**src/rtl/bus_pack_pkg.sv**
```systemverilog
// Shared defaults and FIFO entry layout for the 32->64 bit monitor-bus packer.
package bus_pack_pkg;

    localparam int unsigned IN_W  = 32;
    localparam int unsigned OUT_W = 64;
    localparam int unsigned DEPTH = 4;
    localparam int unsigned CNT_W = 16;
    localparam int unsigned LVL_W = $clog2(DEPTH + 1);

    typedef struct packed {
        logic             partial;
        logic [OUT_W-1:0] data;
    } fifo_entry_t;

endpackage

```
**src/rtl/sync_fifo.sv**
```systemverilog
// Registered-storage synchronous FIFO with occupancy count; push and pop may coincide when full.
module sync_fifo #(
    parameter int unsigned W     = 65,
    parameter int unsigned DEPTH = 4
) (
    input  logic                         clk,
    input  logic                         rst_all,
    input  logic                         i_push,
    input  logic [W-1:0]                 i_push_data,
    input  logic                         i_pop,
    output logic                         o_full,
    output logic                         o_empty,
    output logic [$clog2(DEPTH+1)-1:0]   o_count,
    output logic [W-1:0]                 o_head
);

    localparam int unsigned AW = $clog2(DEPTH);
    localparam int unsigned CW = $clog2(DEPTH + 1);

    logic [W-1:0]  r_mem [DEPTH];
    logic [AW-1:0] r_wptr;
    logic [AW-1:0] r_rptr;
    logic [CW-1:0] r_count;

    always_ff @(posedge clk) begin
        if (i_push) begin
            r_mem[r_wptr] <= i_push_data;
        end
    end

    always_ff @(posedge clk or posedge rst_all) begin
        if (rst_all) begin
            r_wptr  <= '0;
            r_rptr  <= '0;
            r_count <= '0;
        end else begin
            if (i_push) begin
                r_wptr <= r_wptr + AW'(1);
            end
            if (i_pop) begin
                r_rptr <= r_rptr + AW'(1);
            end
            case ({i_push, i_pop})
                2'b10:   r_count <= r_count + CW'(1);
                2'b01:   r_count <= r_count - CW'(1);
                default: r_count <= r_count;
            endcase
        end
    end

    assign o_full  = (r_count == CW'(DEPTH));
    assign o_empty = (r_count == '0);
    assign o_count = r_count;
    assign o_head  = r_mem[r_rptr];

endmodule

```
**src/rtl/bus_word_packer.sv**
```systemverilog
// Packs pairs of 32-bit beats into 64-bit monitor-bus words, with zero-padded flush
// of a lone half-word and a small output FIFO; out_data reads zero while idle.
module bus_word_packer #(
    parameter int unsigned IN_W  = bus_pack_pkg::IN_W,
    parameter int unsigned OUT_W = bus_pack_pkg::OUT_W,
    parameter int unsigned DEPTH = bus_pack_pkg::DEPTH,
    parameter int unsigned CNT_W = bus_pack_pkg::CNT_W
) (
    input  logic                         clk,
    input  logic                         rst_all,
    input  logic [IN_W-1:0]              in_data,
    input  logic                         in_valid,
    output logic                         in_ready,
    input  logic                         flush,
    output logic [OUT_W-1:0]             out_data,
    output logic                         out_partial,
    output logic                         out_valid,
    input  logic                         out_ready,
    output logic [$clog2(DEPTH+1)-1:0]   level,
    output logic [CNT_W-1:0]             words_out
);

    import bus_pack_pkg::*;

    logic [IN_W-1:0]  r_half;
    logic             r_half_valid;
    logic             r_flush_pend;
    logic [CNT_W-1:0] r_words;

    logic        w_full;
    logic        w_empty;
    logic        w_pop;
    logic        w_space;
    logic        w_accept;
    logic        w_push;
    logic        w_half_load;
    logic        w_half_clr;
    logic        w_pend_set;
    logic        w_pend_clr;
    fifo_entry_t w_push_ent;
    fifo_entry_t w_head;

    assign w_pop    = !w_empty && out_ready;
    assign w_space  = !w_full || w_pop;
    assign in_ready = !r_flush_pend && (!r_half_valid || w_space);
    assign w_accept = in_valid && in_ready;

    always_comb begin
        w_push      = 1'b0;
        w_push_ent  = '0;
        w_half_load = 1'b0;
        w_half_clr  = 1'b0;
        w_pend_set  = 1'b0;
        w_pend_clr  = 1'b0;
        if (w_accept && r_half_valid) begin
            w_push          = 1'b1;
            w_push_ent.data = {in_data, r_half};
            w_half_clr      = 1'b1;
        end else if (w_accept) begin
            // A flushed lone beat goes straight out if there is room; otherwise it
            // parks in the half register and the pending flush pads it later.
            if (flush && w_space) begin
                w_push             = 1'b1;
                w_push_ent.partial = 1'b1;
                w_push_ent.data    = {{IN_W{1'b0}}, in_data};
            end else begin
                w_half_load = 1'b1;
                w_pend_set  = flush;
            end
        end else if (r_flush_pend || (flush && r_half_valid)) begin
            if (w_space) begin
                w_push             = 1'b1;
                w_push_ent.partial = 1'b1;
                w_push_ent.data    = {{IN_W{1'b0}}, r_half};
                w_half_clr         = 1'b1;
                w_pend_clr         = 1'b1;
            end else begin
                w_pend_set = 1'b1;
            end
        end
    end

    always_ff @(posedge clk or posedge rst_all) begin
        if (rst_all) begin
            r_half       <= '0;
            r_half_valid <= 1'b0;
            r_flush_pend <= 1'b0;
            r_words      <= '0;
        end else begin
            if (w_half_load) begin
                r_half       <= in_data;
                r_half_valid <= 1'b1;
            end else if (w_half_clr) begin
                r_half_valid <= 1'b0;
            end
            if (w_pend_set) begin
                r_flush_pend <= 1'b1;
            end else if (w_pend_clr) begin
                r_flush_pend <= 1'b0;
            end
            if (w_pop) begin
                r_words <= r_words + CNT_W'(1);
            end
        end
    end

    sync_fifo #(
        .W     ($bits(fifo_entry_t)),
        .DEPTH (DEPTH)
    ) u_fifo (
        .clk         (clk),
        .rst_all     (rst_all),
        .i_push      (w_push),
        .i_push_data (w_push_ent),
        .i_pop       (w_pop),
        .o_full      (w_full),
        .o_empty     (w_empty),
        .o_count     (level),
        .o_head      (w_head)
    );

    assign out_valid   = !w_empty;
    assign out_data    = w_empty ? '0 : w_head.data;
    assign out_partial = w_empty ? 1'b0 : w_head.partial;
    assign words_out   = r_words;

endmodule

```
**config.mk**
```make
export PLATFORM = sky130hd
export DESIGN_NAME = bus_word_packer
export DESIGN_NICKNAME = d
export VERILOG_FILES = /design/src/rtl/bus_pack_pkg.sv /design/src/rtl/sync_fifo.sv /design/src/rtl/bus_word_packer.sv
export SDC_FILE = /design/constraint.sdc
export NUM_CORES = 1
export LEC_CHECK = 0
export ABC_AREA = 1
export CAP_MARGIN = 20
export CORE_MARGIN = 5
export CORE_UTILIZATION = 45
export CTS_BUF_LIST = sky130_fd_sc_hd__clkbuf_4 sky130_fd_sc_hd__clkbuf_8
export DETAILED_ROUTE_END_ITERATION = 10
export PLACE_DENSITY = 0.62
export SKIP_LAST_GASP = 1
export SLEW_MARGIN = 10
export SYNTH_ARGS = -nofsm -noshare
export SYNTH_HDL_FRONTEND = slang
export SYNTH_SLANG_ARGS = --single-unit
export TNS_END_PERCENT = 30
```
**constraint.sdc**
```tcl
create_clock -name clk -period 3.99 [get_ports clk]
set_input_delay 0.5985 -clock clk [delete_from_list [all_inputs] [get_ports clk]]
set_output_delay 0.5985 -clock clk [all_outputs]
set_load 0.01 [all_outputs]
```
; ---- Word-level counts from Yosys, hierarchy flattened
; Memory sizes are Yosys's and may differ from the RTL's.
; Index checks and enable logic that the tools add are counted.
[word_totals]
register_bits = 57
ram_bits = 260
out_inout_bits = 86
word_cells = 64
mem_count = 1
[memory_table]
columns = memory, depth, word_bits, rd, rd_ports_with_merged_regs, wr, line_no
row1 = u_fifo.r_mem, 4, 65, 1, 0, 1, sync_fifo.sv:20  ; logic [W-1:0] r_mem [DEPTH];
[op_classes]
addsub = 5
eq_ne = 3
muxes = 31
n_reduce_logical = 17
[ops]
columns = operator, n
row1 = $mux 65, 4
row2 = $mux 64, 2
row3 = $mux 1, 24
row4 = $add 16x1->16 const B, 1
row5 = $logic_and 1x1->1, 6
row6 = $pmux 3 s2, 1
row7 = $reduce_bool 2->1, 3
row8 = $add 2x1->2 const B, 2
row9 = $logic_not 1->1, 4
row10 = $add 3x1->3 const B, 1
row11 = $eq 3x3->1 const B, 1
row12 = $logic_not 3->1, 1
row13 = $logic_or 1x1->1, 3
row14 = $sub 3x1->3 const B, 1
row15 = $eq 2x1->1 const B, 1
row16 = $eq 2x2->1 const B, 1

; ---- Depth between registers and ports, before layout
; Gate-level depths: netlist (run 1).
[depth]
depth_word = 11
ltp_mapped = 14
depth_no_buf = 14

; ---- By module
; From an unflattened synthesis (run 1), not the netlist that was laid out.
[hier_totals]
cells_unflattened = 1410
hier_area_um2 = 14387.5
[by_module_without_submodules]
columns = module, n_inst, cells_each, area_per_inst_um2, seq_area_each_um2
row1 = sync_fifo, 1, 808, 10747.8, 7982.7
row2 = bus_word_packer, 1, 602, 3639.7, 1251.2

; ---- Worst setup path before layout (run 1)
; No wires, ideal clock.
[synth_timing]
path_kind = input to register
from = in out_ready
to = mem u_fifo.r_mem[0][0] (enable)
setup_ns = 0.419
t_arrival_ns = 2.578
t_required_ns = 3.571
path_slack_ns = 0.993
path_stages = 7
n_path_buf = 0
cell_sequence = nor2_4 > nand3_2 > nand3_4 > nand2_4 > nand3_1 > nand2_1 > inv_1
[synth_via]
elab_chain_cells = 9
[synth_lines]
columns = element, line_no
row1 = start: declaration, bus_word_packer.sv:18  ; input logic out_ready,
row2 = $logic_and 1x1->1 *, bus_word_packer.sv:43  ; assign w_pop = !w_empty && out_ready;
row3 = $logic_or 1x1->1 *, bus_word_packer.sv:44  ; assign w_space = !w_full || w_pop;
row4 = $logic_or 1x1->1, bus_word_packer.sv:45  ; assign in_ready = !r_flush_pend && (!r_half_valid || w_space);
row5 = $logic_and 1x1->1, bus_word_packer.sv:45
row6 = $logic_and 1x1->1, bus_word_packer.sv:46  ; assign w_accept = in_valid && in_ready;
row7 = $mux 1 / $logic_and 1x1->1 (equally long branches), "bus_word_packer.sv:59, bus_word_packer.sv:55"
row8 = $mux 1 *, bus_word_packer.sv:55  ; if (w_accept && r_half_valid) begin
row9 = $mux 1 *, sync_fifo.sv:26  ; if (i_push) begin
row10 = $mux 1 (not written as such) *, sync_fifo.sv:27  ; r_mem[r_wptr] <= i_push_data;
row11 = end: declaration, sync_fifo.sv:20
; Every way passes the cells marked *; elsewhere a longest branch is shown, timed or not.

; ---- Worst setup path in the final report (run 1)
[layout_timing]
from = reg u_fifo.r_rptr[0]
to = out out_data[13]
[layout_via]
elab_chain_cells = 2
[layout_lines]
columns = element, line_no
row1 = start: declaration, sync_fifo.sv:22  ; logic [AW-1:0] r_rptr;
row2 = start signal: assignment, sync_fifo.sv:41  ; r_rptr <= r_rptr + AW'(1);
row3 = $mem_v2 4x65, n/a
row4 = $mux 64, bus_word_packer.sv:123  ; assign out_data = w_empty ? '0 : w_head.data;
row5 = end: declaration, bus_word_packer.sv:15  ; output logic [OUT_W-1:0] out_data,
; Every way passes these cells.

==> results.toml, run 1 <==
[synthesis]
yosysWarnings = 0
synth_edf_count = 260
async_flop_share_pct = 18.0
synth_nets = 1239
yosysMostFrequentCell = "nor2_1"
yosysSeqAreaShare_pct = 69.0
yosys.area_share.adder_pct = 0.711
synth_compound_area_share_pct = 11.0
netlist.area_leader.share_pct = 58.4
synthTopCellsByArea = "edfxtp_1 58%, dfrtp_1 11%, nor2_1 9.5%, o21ai_0 5.1%, a21oi_1 2.7%"
netlist_top_cells_count = "337 x nor2_1, 260 x edfxtp_1, 136 x o21ai_0"
synthMuxAreaShare_pct = 0
syn_area_per_cell_um2 = 11.2
ys_types = 33
synth_top_area_cell = "edfxtp_1"
synth_xor_area_share_pct = 0.851
synth_top_family_by_area = "simple AND/OR/NAND/NOR gates"
netlist_instances = 1195
synth-main-ff-cell = "edfxtp_1"
yosys.area_share.simple_pct = 14.0
syn_area_um2 = 13400
ys_ff_latch = 317

[global_routing]
grt_usage_pct = 19.6
grt_max_degree = 132
antenna_found_initial = 0
grt.overflow.total = 0
grt_pass1_vias = 9112
grt_pass1_wl_um = 51300

[timing]
setup-violations-final = 0
drv_slew = 0
fin_tns_setup_ns = 0
hold_viol_final = 0
fin_crit_ns = 3.60
max_freq_mhz = 278
finalCritPeriodShare_pct = 90.3
slew_headroom_pct = 47.9
rsz0062_at_grt = "false"
tightest_slew_ns = 0.780
fin_skew_ns = 0.0261

[clock_network]
htree_levels = 2
numCtsBuffers = 50
post-cts-setup-buffer-count = 0
clk_latency_ns = 0.57
cts_resized = 0
cts.sinks = 317
ctsHoldBuffers = 0
cts_tree = "done"
cts.path.max_buffers = 3
clockRootBuffer = "clkbuf_8"
clk_pin_slew_worst_paths_ns = 0.06

[routing]
vias = 9030
top_layer = "met4"
vias_per_cell = 5.13
met2WireLength_um = 15600
wirelength_um = 32500
drc = 0
wl_met1_um = 14600
wl_per_cell_um = 18.5
drtAntennaViolNets = 0
drt_first_pass_iters = 5
dr.first_iter.drc_count = 635
wl_met3_um = 1800

[setup_path]
crit_path_max_fanout = 53
crit_path_end_kind = "output port"
cpPeakStageDelay_ns = 0.58
cp_data_arrival_time_ns = 3.00
cp-start-kind = "flop"
slowest_stage = "clkdlybuf4s50_1"
reg2reg_depth = 7
worstPathCellList = "clkinv_2 -> buf_4 -> o21ai_0 -> a21oi_1 -> clkdlybuf4s50_1"
critPathKind = "reg -> out"
worstPathRequired_ns = 3.39

[finish]
drive_gt1_share_pct = 12.1
fin_area_um2 = 16100
final_util_pct = 54.5
diodes = 0
syn2layout_area_growth_pct = 20.1
num-nets-final = 1372

[placement]
gp_congestion = 0.792
place_area_um2 = 15000
port_buffers = 122
dpl.hpwl_um = 19500

[min_path]
hold_class = "in -> async"

[pwr]
ir_worst_vdd_v = 0.000503
leakage_nw = 5.88
power.density_nw_per_um2 = 854

[die]
boundaryPins = 123
die_h_um = 182
coreArea_um2 = 29500
rows = 63
die_w_um = 182
die_area_um2 = 33300
initial_utilization_pct = 45.4

[job]
maxCapViolations = 0

[run_status]
status = "completed"
## critical path, delay by kind of cell, from the launching register on
family | cells | cell delay (ns)
compound gates | 2 | 0.38
buf+inv | 3 | 1.52
flops | 1 | 0.49
## final timing paths
kind	slack, ns	to	from
hold / removal	0.25	words_out[7]	rst_all
setup reg to reg	1.45	u_fifo.r_mem[2][6]	u_fifo.o_count[1]
min in group clk	0.51	r_half[12]	r_half[12]
max in group asynchronous	2.92	r_half[12]	rst_all
setup / recovery	0.39	out_data[13]	u_fifo.r_rptr[0]
hold reg to reg	0.51	r_half[12]	r_half[12]
## power breakdown
| group | total (mW) | switching [mW] | leakage, nW | internal (mW) |
|---|---|---|---|---|
| clock network | 2.72 | 1.21 | 0.544 | 1.51 |
| registers | 5.26 | 0.347 | 3.07 | 4.91 |
| logic | 5.75 | 3.48 | 2.27 | 2.26 |
## cell families after synthesis
kind of cell    after synthesis
xor+xnor                     13
fa+ha+maj                     7
compound gates              271
simple gates                458
buf+inv                     129
flops                       317
## per-layer routing
metal / global-route usage, % / vias up
li1: - / 4370
met1: 27.2 / 4366
met2: 32.4 / 255
met3: 3.59 / 39
met4: 4.80 / 0
met5: 0 / -
## state kept, by name (all words and copies together), names as in the netlist
register and cells:
r_half 32, r_half_valid 1, words_out 16, u_fifo.r_rptr 2, r_flush_pend 1, u_fifo.r_wptr 2, u_fifo.r_mem 260, u_fifo.o_count 3
## cell type report
cell class / count / area [um2]
multi-input combinational: 749 / 3550
clock inverter: 16 / 101
fill: 2587 / 13400
clock buffer: 78 / 905
sequential: 317 / 9240
tap: 390 / 488
inverter: 63 / 243
timing repair buffer: 147 / 1530
## placed cells by master (no fill, tap or decap), drive strengths merged, types with 4 or more instances in the layout
master,count
o21ai,168
dfrtp,57
nand4,10
nor2,343
ha,6
edfxtp,260
inv,60
xor2,9
a21oi,100
xnor2,4
buf,25
clkinv,18
nor3,4
clkdlybuf4s50,122
nand3,10
clkbuf,78
nand2,89
## metrics by stage
stage | power, mW | instances | hold WS [ns] | setup slack (ns)
finish | 13.7 | 1760 | 0.255 | 0.389
detailed placement | 11.1 | 1665 | 0.503 | 0.776
floorplan | 8.46 | 1195 | 0.488 | 0.993
global route | 14.6 | 1760 | 0.236 | 0.217
global placement | 11.0 | 1665 | 0.498 | 0.808
CTS | 13.9 | 1759 | 0.515 | 0.339
Power figures use the tool's default switching activity.
==> run 2, diff against run 1 <==
--- a/config.mk
+++ b/config.mk
@@ -7,11 +7,13 @@
 export LEC_CHECK = 0
 export ABC_AREA = 1
 export CAP_MARGIN = 20
+export CELL_PAD_IN_SITES_DETAIL_PLACEMENT = 1
+export CELL_PAD_IN_SITES_GLOBAL_PLACEMENT = 1
 export CORE_MARGIN = 5
 export CORE_UTILIZATION = 45
 export CTS_BUF_LIST = sky130_fd_sc_hd__clkbuf_4 sky130_fd_sc_hd__clkbuf_8
 export DETAILED_ROUTE_END_ITERATION = 10
-export PLACE_DENSITY = 0.62
+export PLACE_DENSITY = 0.75
 export SKIP_LAST_GASP = 1
 export SLEW_MARGIN = 10
 export SYNTH_ARGS = -nofsm -noshare
==> run 2 against run 1 <==
Compared with the run above: non-clock buffer count rose by 1; total power rose by 3.1%; count of clock-buffer cells in the layout fell by 4; fmax rose by 6.2%; global-route usage rose by 3.3 points; largest cell class unchanged; utilization rose by 0.14 points; clock skew rose by 0.0059 ns; clock power rose by 6%; critical path depth rose by 1; worst setup slack improved by 0.21 ns; sequential power rose by 1%; first-iteration DRC count rose by 22%.
==> results.toml, run 2 (same netlist as run 1, synthesis figures left out) <==
[pwr]
pwr-share-comb_pct = 42.1
power_frac_seq_pct = 37.6
ir_worst_vdd_v = 0.000412
power_mw = 14.1
power.density_nw_per_um2 = 879
swShare_pct = 37.8
switching_power_mw = 5.35
leakage_nw = 5.90
clkPwrFrac_pct = 20.3
intPower_mw = 8.79

[global_routing]
grt_usage_pct = 22.9
grt_pass1_wl_um = 59500
grt_max_degree = 99
grt.overflow.total = 0
antenna_found_initial = 0
grt_pass1_vias = 10400

[setup_path]
crit_path_max_fanout = 32
reg2reg_depth = 6
cpPeakStageDelay_ns = 0.53
cp-start-kind = "flop"
slowest_stage = "clkdlybuf4s50_1"
r2r_setup_slack_ns = 1.44
crit_path_end_kind = "output port"
worstPathCellList = "nor2_4 -> nand2_2 -> inv_2 -> buf_12 -> a21oi_1 -> clkdlybuf4s50_1"
worstPathRequired_ns = 3.39
critPathKind = "reg -> out"
cp_data_arrival_time_ns = 2.79

[finish]
largest_reg_flops = 260
diodes = 0
final_common_cell = "nor2_1"
syn2layout_area_growth_pct = 20.4
largest_register = "u_fifo.r_mem"
finalNonFillerCells = 1761
num-nets-final = 1374
drive_gt1_share_pct = 12.0
mostFrequentLayoutCells = "337 x nor2_1, 260 x edfxtp_1, 136 x o21ai_0"
fin_area_um2 = 16100

[clock_network]
cts.sinks = 317
cts_resized = 0
htree_levels = 2
clk_latency_ns = 0.59
clk_pin_slew_worst_paths_ns = 0.06
post-cts-setup-buffer-count = 0
cts_tree = "done"
ctsHoldBuffers = 0
numCtsBuffers = 51
cts.path.max_buffers = 3
clockRootBuffer = "clkbuf_8"

[timing]
hold_viol_final = 0
worst_slack_ns = 0.599
fin_crit_ns = 3.39
fin_skew_ns = 0.0320
fin_tns_setup_ns = 0
max_freq_mhz = 295
finalCritPeriodShare_pct = 85.0
drv_slew = 0
slew_headroom_pct = 47.3
setup-violations-final = 0
tightest_slew_ns = 0.784
rsz0062_at_grt = "false"

[min_path]
hold_class = "in -> async"

[routing]
vias_per_cell = 5.42
drtAntennaViolNets = 0
drt_first_pass_iters = 5
wirelength_um = 38200
dr.first_iter.drc_count = 774
drc = 0
vias = 9551
wl_per_cell_um = 21.7

[die]
die_h_um = 182
initial_utilization_pct = 45.4
coreArea_um2 = 29500
boundaryPins = 123
die_w_um = 182
rows = 63
die_area_um2 = 33300

[placement]
placedCellCount = 1667
dpl.hpwl_um = 24100
port_buffers = 122
place_ws_ns = 0.773
gp_congestion = 0.774
place_area_um2 = 15000

[run_status]
status = "completed"

[job]
maxCapViolations = 0
## run 2: cell types whose count changed in the layout (fill, tap and decap cells not counted), sizes merged
| cell | previous run | this run |
|---|---|---|
| clkbuf | 78 | 74 |
| inv | 60 | 62 |
| buf | 25 | 26 |
| bufinv | 1 | 2 |
| clkinvlp | 0 | 1 |
## run 2: path summary, 6_finish.rpt
kind | startpoint | end
worst max-delay path | u_fifo.o_count[1] | out_data[36]
worst min-delay path | rst_all | r_half[0]
worst max register to register | u_fifo.o_count[2] | u_fifo.r_mem[1][21]
worst min register to register | r_half[5] | r_half[5]
max in group asynchronous | rst_all | r_half[21]
min in group clk | r_half[5] | r_half[5]
## run 2: cell type report
type | instances | area (um2)
tap | 390 | 488
sequential | 317 | 9240
fill | 3120 | 13400
timing repair buffer | 148 | 1530
clock inverter | 20 | 138
inverter | 63 | 238
clock buffer | 74 | 918
multi-input combinational | 749 | 3550
## run 2: through the flow
| stage | utilization (%) | hold slack, ns |
|---|---|---|
| floorplan | - | 0.488 |
| global placement | 51.0 | 0.499 |
| detailed placement | 51.0 | 0.507 |
| CTS | 54.6 | 0.479 |
| global route | 54.6 | 0.535 |
| finish | 54.6 | 0.494 |
## run 2: critical path, delay by kind of cell (launching register included)
family	cells	cell delay (ns)
buffers and inverters	3	1.28
and+or+nand+nor	2	0.34
DFF	1	0.44
AOI/OAI and AO/OA	1	0.14
## run 2: power groups by stage
stage	sequential (mW)	combinational [mW]	clock [mW]
final	5.32	5.95	2.87
after CTS	5.32	6.02	2.93
after global placement	5.31	5.78	0
after floorplan	5.28	3.19	0
after global routing	5.40	6.48	3.09
after detailed placement	5.37	5.98	0
## run 2: layer usage
metal	share of wire, %	vias up	GRT usage (%)	wire length (um)
met5	0	-	0	0
li1	-	4369	-	-
met4	1.6	0	5.70	629
met3	5.6	58	3.49	2130
met2	51	312	39.8	19400
met1	42	4812	30.3	16100
==> run 3, diff against run 2 <==
==> constraint.sdc (replaced) <==
create_clock -name clk -period 3.6 [get_ports clk]
set_input_delay 0.54 -clock clk [delete_from_list [all_inputs] [get_ports clk]]
set_output_delay 0.54 -clock clk [all_outputs]
set_load 0.01 [all_outputs]
==> run 3 against run 2 <==
Compared with the run above: global-route usage fell by 1.2 points; largest cell class unchanged; largest power group unchanged; sequential share of layout area fell by 0.26 points; count of clock-buffer cells in the layout fell by 8; non-clock buffer count rose by 1; via count fell by 0.96%.
==> results.toml, run 3 (same netlist as run 1, synthesis figures left out) <==
[placement]
place_ws_ns = 0.542
placedCellCount = 1667
gp_congestion = 0.778
dpl.hpwl_um = 22800
port_buffers = 122
place_area_um2 = 15100

[pwr]
ir_worst_vdd_v = 0.000533
power.density_nw_per_um2 = 966
clkPwrFrac_pct = 20.7
pwr-share-comb_pct = 41.6
leakage_nw = 5.93
intPower_mw = 9.80
power_frac_seq_pct = 37.7
switching_power_mw = 5.82
swShare_pct = 37.3
power_mw = 15.6

[setup_path]
r2r_setup_slack_ns = 1.13
crit_path_end_kind = "output port"
path_delay_family = "buffers and inverters"
regToRegEndpoint = "u_fifo.o_count[2]"
critPathKind = "reg -> out"
reg2reg_depth = 11
cp-start-kind = "flop"
crit_path_max_fanout = 131
cp_data_arrival_time_ns = 2.87
worstPathRequired_ns = 3.06
cpPeakStageDelay_ns = 0.65
worstPathCellList = "buf_12 -> nor2_1 -> nor2_1 -> o21ai_0 -> a21oi_1 -> clkdlybuf4s50_1"
r2r_start = "u_fifo.o_count[1]"
crit_top_cell = "nor2_1"
crit_buf_inv = 2
slowest_stage = "clkdlybuf4s50_1"

[routing]
drc = 0
wirelength_um = 36200
dr.first_iter.drc_count = 618
wl_per_cell_um = 20.5
vias = 9459
drt_first_pass_iters = 4
drtAntennaViolNets = 0
vias_per_cell = 5.37

[run_status]
status = "completed"

[die]
initial_utilization_pct = 45.4
coreArea_um2 = 29500
boundaryPins = 123
die_area_um2 = 33300
die_w_um = 182
rows = 63
die_h_um = 182

[timing]
setup-violations-final = 0
hold_slack_ns = 0.216
worst_slack_ns = 0.192
hold_viol_final = 0
drv_slew = 0
rsz0062_at_grt = "false"
max_freq_mhz = 293
tightest_slew_ns = 0.660
slew_headroom_pct = 55.6
fin_skew_ns = 0.0251
fin_tns_setup_ns = 0
fin_crit_ns = 3.41
finalCritPeriodShare_pct = 94.7

[finish]
syn2layout_area_growth_pct = 20.9
num-nets-final = 1374
fin_area_um2 = 16200
final_util_pct = 54.9
largest_register = "u_fifo.r_mem"
diodes = 0
drive_gt1_share_pct = 12.1
mostFrequentLayoutCells = "337 x nor2_1, 260 x edfxtp_1, 136 x o21ai_0"
finalNonFillerCells = 1762
largest_reg_flops = 260
final_common_cell = "nor2_1"

[clock_network]
ctsHoldBuffers = 0
numCtsBuffers = 50
clockRootBuffer = "clkbuf_8"
cts.sinks = 317
cts.path.max_buffers = 3
post-cts-setup-buffer-count = 0
cts_resized = 0
clk_latency_ns = 0.59
clk_pin_slew_worst_paths_ns = 0.07
cts_tree = "done"
htree_levels = 2

[global_routing]
grt_usage_pct = 21.7
grt_max_degree = 132
grt_pass1_vias = 10100
antenna_found_initial = 0
grt.overflow.total = 0
grt_pass1_wl_um = 56600

[job]
maxCapViolations = 0

[min_path]
hold_class = "in -> async"
-- run 3: worst reg2reg max path: cells and delay by family (launching register included) --
kind | cells | cell delay [ns]
and+or+nand+nor | 4 | 0.81
adders and majority gates | 2 | 0.53
DFF | 1 | 0.44
AOI/OAI and AO/OA | 2 | 0.25
buffers and inverters | 2 | 0.19
xor gates and xnor gates | 1 | 0.15
-- run 3: worst max path at each step --
stage	start	endpoint	slack, ns	depth (start not counted)
5_1_grt	u_fifo.r_rptr[0]	out_data[38]	0.03	6
4_1_cts	u_fifo.r_rptr[0]	out_data[38]	0.15	6
3_5_place_dp	out_ready	u_fifo.o_count[2]	0.54	12
3_3_place_gp	out_ready	u_fifo.o_count[2]	0.56	12
6_report	u_fifo.r_rptr[0]	out_data[38]	0.19	6
2_1_floorplan	out_ready	u_fifo.r_mem[0][0]	0.66	7
-- run 3: cell type report --
type / count / area (um2)
fill: 3112 / 13300
sequential: 317 / 9240
multi-input combinational: 749 / 3550
timing repair buffer: 149 / 1570
clock buffer: 66 / 840
tap: 390 / 488
clock inverter: 28 / 245
inverter: 63 / 238
-- run 3: power by group through the flow --
stage,clock (mW),sequential [mW],combinational [mW]
2_1_floorplan,0,5.85,3.53
3_3_place_gp,0,5.90,6.36
3_5_place_dp,0,5.95,6.54
4_1_cts,3.30,5.89,6.59
5_1_grt,3.49,5.98,7.10
6_report,3.23,5.89,6.50
-- run 3: per-layer routing --
metal | vias to the layer above | GRT usage, % | routed length [um]
met5 | - | 0 | 0
met2 | 258 | 36.2 | 17400
li1 | 4363 | - | -
met3 | 47 | 3.41 | 1860
met1 | 4791 | 30.0 | 16300
met4 | 0 | 5.40 | 634
==> RTL change 1, RTL diff (settings of run 2) <==
Reset style: synchronous (`rst_all`), changed in 2 clocked blocks.
--- a/src/rtl/sync_fifo.sv
+++ b/src/rtl/sync_fifo.sv
@@ -28,7 +28,7 @@
         end
     end
 
-    always_ff @(posedge clk or posedge rst_all) begin
+    always_ff @(posedge clk) begin
         if (rst_all) begin
             r_wptr  <= '0;
             r_rptr  <= '0;
--- a/src/rtl/bus_word_packer.sv
+++ b/src/rtl/bus_word_packer.sv
@@ -80,7 +80,7 @@
         end
     end
 
-    always_ff @(posedge clk or posedge rst_all) begin
+    always_ff @(posedge clk) begin
         if (rst_all) begin
             r_half       <= '0;
             r_half_valid <= 1'b0;
Formal check against the unedited RTL: differs if rst_all is asserted again (counterexample within 4 cycles, from zero or initial values and one cycle with rst_all high); with rst_all held inactive, the same outputs for 4 cycles.
==> RTL change 1 against run 2 <==
  * Cell area fell by 1.7%
  * Clock skew is 0.018 ns lower
  * Routed wire length fell by 8.2%
  * Non-clock buffer count decreased by 7
  * Area after synthesis decreased by 2.0%
  * Sequential cell count rose by 2
  * Via count about the same
  * Fmax grew 0.30%
  * Hold slack worse by 0.017 ns
  * Setup slack gained 0.010 ns
  * Critical path depth is the same
Power is not compared: it rests on default switching activity, and its combinational part moved more than twofold at a synthesized area within 25%.
==> RTL change 1: results (changes against run 2) <==
| Metric | Value |
|---|---|
| Syn Inst Count | `1260 (+5.4%)` |
| Cts bufs inserted | `53 (+3.9%)` |
| Final Skew | `0.0140 ns (-0.0180 ns)` |
| Run status | `finished clean` |
| Met3 usage | `0.0334 (-0.00150)` |
| Reg2Reg Launch Point | `u_fifo.o_count[2]` |
| Sequential share of the synthesized area | `0.686 (-0.00474)` |
| Post-synthesis compound-gate area fraction | `0.114 (+0.00394)` |
| Vias | `9550 (-0.010%)` |
| Global Route met2 Usage | `0.395 (-0.00286)` |
| Unique masters post-synth | `29 (-12%)` |
| Fraction of layout instances using a drive strength above 1 | `0.0954 (-0.0242)` |
| Setup WS pre-CTS | `0.800 ns (+0.0275 ns)` |
| R2r setup slk | `1.49 ns (+0.05 ns)` |
| Asr flop ratio synth | `0 (-0.180)` |
| Placed Cells | `1713 (+2.8%)` |
| Placed instance area | `0.0147 sq mm (-2.1%)` |
| # nets final | `1428 (+3.9%)` |
| Met1 global-route usage | `0.258 (-0.0446)` |
| First-pass GRT wire length | `55.8 mm (-6.3%)` |
| Max FO, Critical Path | `130 (+310%)` |
| Initial antenna violation count | `1 (+1)` |
| Synth area leaders | `edfxtp_1, nor2_1, dfxtp_1` |
| First DRT Iteration DRCs | `590 (-24%)` |
| Vias in the first global route | `10300 (-1.1%)` |
| Later-pin clock latency in the skew report | `0.57 ns (-0.02 ns)` |
| Post-DR vias/cell | `5.28 (-2.7%)` |
| RePlAce Congestion | `0.756 (-2.2%)` |
| Storage element area | `0.00899 sq mm (-2.7%)` |
| HPWL Detailed | `20.8 mm (-14%)` |
| Fill cells | `3103 (-0.54%)` |
| Wirelength per Cell | `19.4 um (-11%)` |
## RTL change 1: metal layers
metal / share of wire / routed length [um] / vias to the layer above
met5: 0.00057 / 20 / -
li1: - / - / 4532
met4: 0.016 / 579 / 2
met2: 0.52 / 18400 / 207
met3: 0.040 / 1400 / 44
met1: 0.42 / 14700 / 4765
## RTL change 1: area by class of cell
type	instances	share of cell area
clock inverters	15	0.00822
repair buffers	141	0.0909
inverters	70	0.0170
flip-flops and latches	319	0.568
well taps	384	0.0303
multi-input cells	799	0.224
clock buffers	81	0.0617
## RTL change 1: worst max-delay path by stage
stage,to,slack (ns),cells after the start
after floorplan,u_fifo.r_mem[0][0],1.00,7
after global placement,u_fifo.r_mem[3][38],0.87,8
after detailed placement,u_fifo.r_mem[3][38],0.80,8
after CTS,out_data[1],0.57,5
after global routing,out_data[1],0.43,6
final,out_data[1],0.61,6
==> RTL change 2, RTL diff (settings of run 2) <==
Made on the original files. `DEPTH` is set to 4 in 2 places; all go to 8.
--- a/src/rtl/bus_pack_pkg.sv
+++ b/src/rtl/bus_pack_pkg.sv
@@ -3,7 +3,7 @@
 
     localparam int unsigned IN_W  = 32;
     localparam int unsigned OUT_W = 64;
-    localparam int unsigned DEPTH = 4;
+    localparam int unsigned DEPTH = 8;
     localparam int unsigned CNT_W = 16;
     localparam int unsigned LVL_W = $clog2(DEPTH + 1);
 
--- a/src/rtl/sync_fifo.sv
+++ b/src/rtl/sync_fifo.sv
@@ -1,7 +1,7 @@
 // Registered-storage synchronous FIFO with occupancy count; push and pop may coincide when full.
 module sync_fifo #(
     parameter int unsigned W     = 65,
-    parameter int unsigned DEPTH = 4
+    parameter int unsigned DEPTH = 8
 ) (
     input  logic                         clk,
     input  logic                         rst_all,
Ports: changed (resized level); port bits go from 123 to 124. The function was not compared with the original's and may differ.
==> RTL change 2 against run 2 <==
  * Count of clock-buffer cells in the layout grew 66
  * Area after synthesis rose by 79%
  * Fmax shrank 11%
  * Cell area up 73%
  * Total power rose by 64%
  * Combinational power is 53% higher
  * Global-route usage up 0.72 points
  * Routed wire length rose by 79%
  * Register-to-register slack got worse by 0.56 ns
  * Setup slack lost 0.41 ns
  * Core utilization shrank 1.6 points
  * Sequential power up 65%
  * Sequential cell count is 263 higher
  * Highest routed layer unchanged
==> RTL change 2: results (changes against run 2) <==
| Metric | Value |
|---|---|
| # nets final | `2200 (+60%)` |
| Wirelength per Cell | `23.4 um (+8.0%)` |
| XOR/XNOR Fraction of Synth Area | `0.00586 (-0.00265)` |
| Top post-synthesis cells by count | `nor2_1, edfxtp_1, o21ai_0, nand2_1, o21ai_1` |
| Largest register FFs | `520 (+100%)` |
| Run status | `finished clean` |
| Worst ir drop on vdd | `0.398 mV (-3.4%)` |
| Sequential share of the synthesized area | `0.715 (+0.0251)` |
| GRT Total Usage | `0.236 (+0.00718)` |
| Vias | `16500 (+73%)` |
| HPWL Detailed | `40.8 mm (+69%)` |
| R2r setup slk | `0.88 ns (-0.56 ns)` |
| Max FO, Critical Path | `102 (+220%)` |
| Reg2Reg Launch Point | `u_fifo.o_count[0]` |
| Asr flop ratio synth | `0.103 (-0.0764)` |
| RePlAce Congestion | `0.809 (+4.5%)` |
| Final Skew | `0.0485 ns (+0.0165 ns)` |
| Cts bufs inserted | `94 (+84%)` |
| Post-Syn Nets | `2055 (+66%)` |
| H-tree level count | `3 (+1)` |
| Port buffer count | `123 (+0.82%)` |
| Later-pin clock latency in the skew report | `0.70 ns (+0.11 ns)` |
| Worst-margin pin slew | `1.12 ns (+0.334 ns)` |
| Fraction of layout instances using a drive strength above 1 | `0.119 (-0.000211)` |
| Largest net degree at the start of global routing | `134 (+35%)` |
| Post-synthesis compound-gate area fraction | `0.113 (+0.00292)` |
| Post-synth EDFFs | `520 (+100%)` |
| Critical path startpoint | `u_fifo.r_rptr[1]` |
| First DRT Iteration DRCs | `1262 (+63%)` |
| Fill cells | `5403 (+73%)` |
| Synth Area in Adders | `0.00314 (-0.00397)` |
## RTL change 2: changes by cell type after synthesis, moves of 4 or more
cell and delta:
a21oi_1 -65, buf_1 +7, buf_2 +4, buf_4 +4, buf_6 +11, clkbuf_1 +31
edfxtp_1 +260, inv_1 +5, nand2_1 +19, nor2_1 +272, o21ai_0 +137, o21ai_1 +59
o32ai_1 +65, xor2_1 +4
## RTL change 2: final cells by class
type / count / area, sq um / area share
clock inverters: 35 / 246 / 0.00882
multi-input cells: 1237 / 5840 / 0.209
clock buffers: 140 / 1680 / 0.0603
inverters: 69 / 267 / 0.00954
flip-flops and latches: 580 / 17100 / 0.613
repair buffers: 175 / 1910 / 0.0684
well taps: 688 / 861 / 0.0308
## RTL change 2: power by group
part	total [mW]	leakage [nW]	internal (mW)	switching [mW]
Sequential	8.77	5.56	8.29	0.484
Combinational	9.13	3.32	3.26	5.87
Clock	5.23	1.01	2.85	2.39
Total	23.1	9.90	14.4	8.74
## RTL change 2: final timing paths
check,to,cells after the start
max in group asynchronous,r_half[22],3
min,r_half[6],2
max,out_data[58],6
min in group clk,r_half[30],2
min reg2reg,r_half[30],2
max reg2reg,u_fifo.r_mem[3][2],7
## RTL change 2: cell families (layout without fill, tap and decap cells)
group / count (synthesis) / after routing
AOI/OAI and AO/OA: 467 / 467
buffers and inverters: 195 / 419
DFF: 580 / 580
adders and majority gates: 6 / 6
and+or+nand+nor: 748 / 748
xor gates and xnor gates: 16 / 16
## RTL change 2: timing repair
action | CTS | global route
gates resized for setup | 0 | 1
setup endpoints to repair | 0 | 4
setup buffers | 0 | 0
## RTL change 2: per-stage QoR
stage / hold slack [ns] / power [mW] / cells / util / worst slack [ns]
after floorplan: 0.488 / 14.0 / 2012 / - / 0.860
after global placement: 0.500 / 17.6 / 2749 / 0.494 / 0.505
after detailed placement: 0.507 / 18.1 / 2749 / 0.494 / 0.297
after CTS: 0.383 / 23.4 / 2924 / 0.530 / 0.0289
after global routing: 0.448 / 24.5 / 2924 / 0.530 / 0.0239
final: 0.409 / 23.1 / 2924 / 0.530 / 0.192
## RTL change 2: worst max-delay path, cell delays in order, from the launching register on
cell	delay (ns)
dfrtp_4	0.68
buf_12	0.44
o21ai_0	0.19
o21ai_0	0.23
o21ai_1	0.08
nor2_1	0.28
clkdlybuf4s50_1	0.61
## RTL change 2: per-layer routing
metal  global-route usage  share of wire  vias to the layer above  wire (um)
met5                    0              0                        -          0
met4               0.0729          0.023                        0       1600
met3               0.0320          0.052                      105       3580
met2                0.409           0.51                      479      34800
met1                0.312           0.42                     8487      28600
li1                     -              -                     7417          -
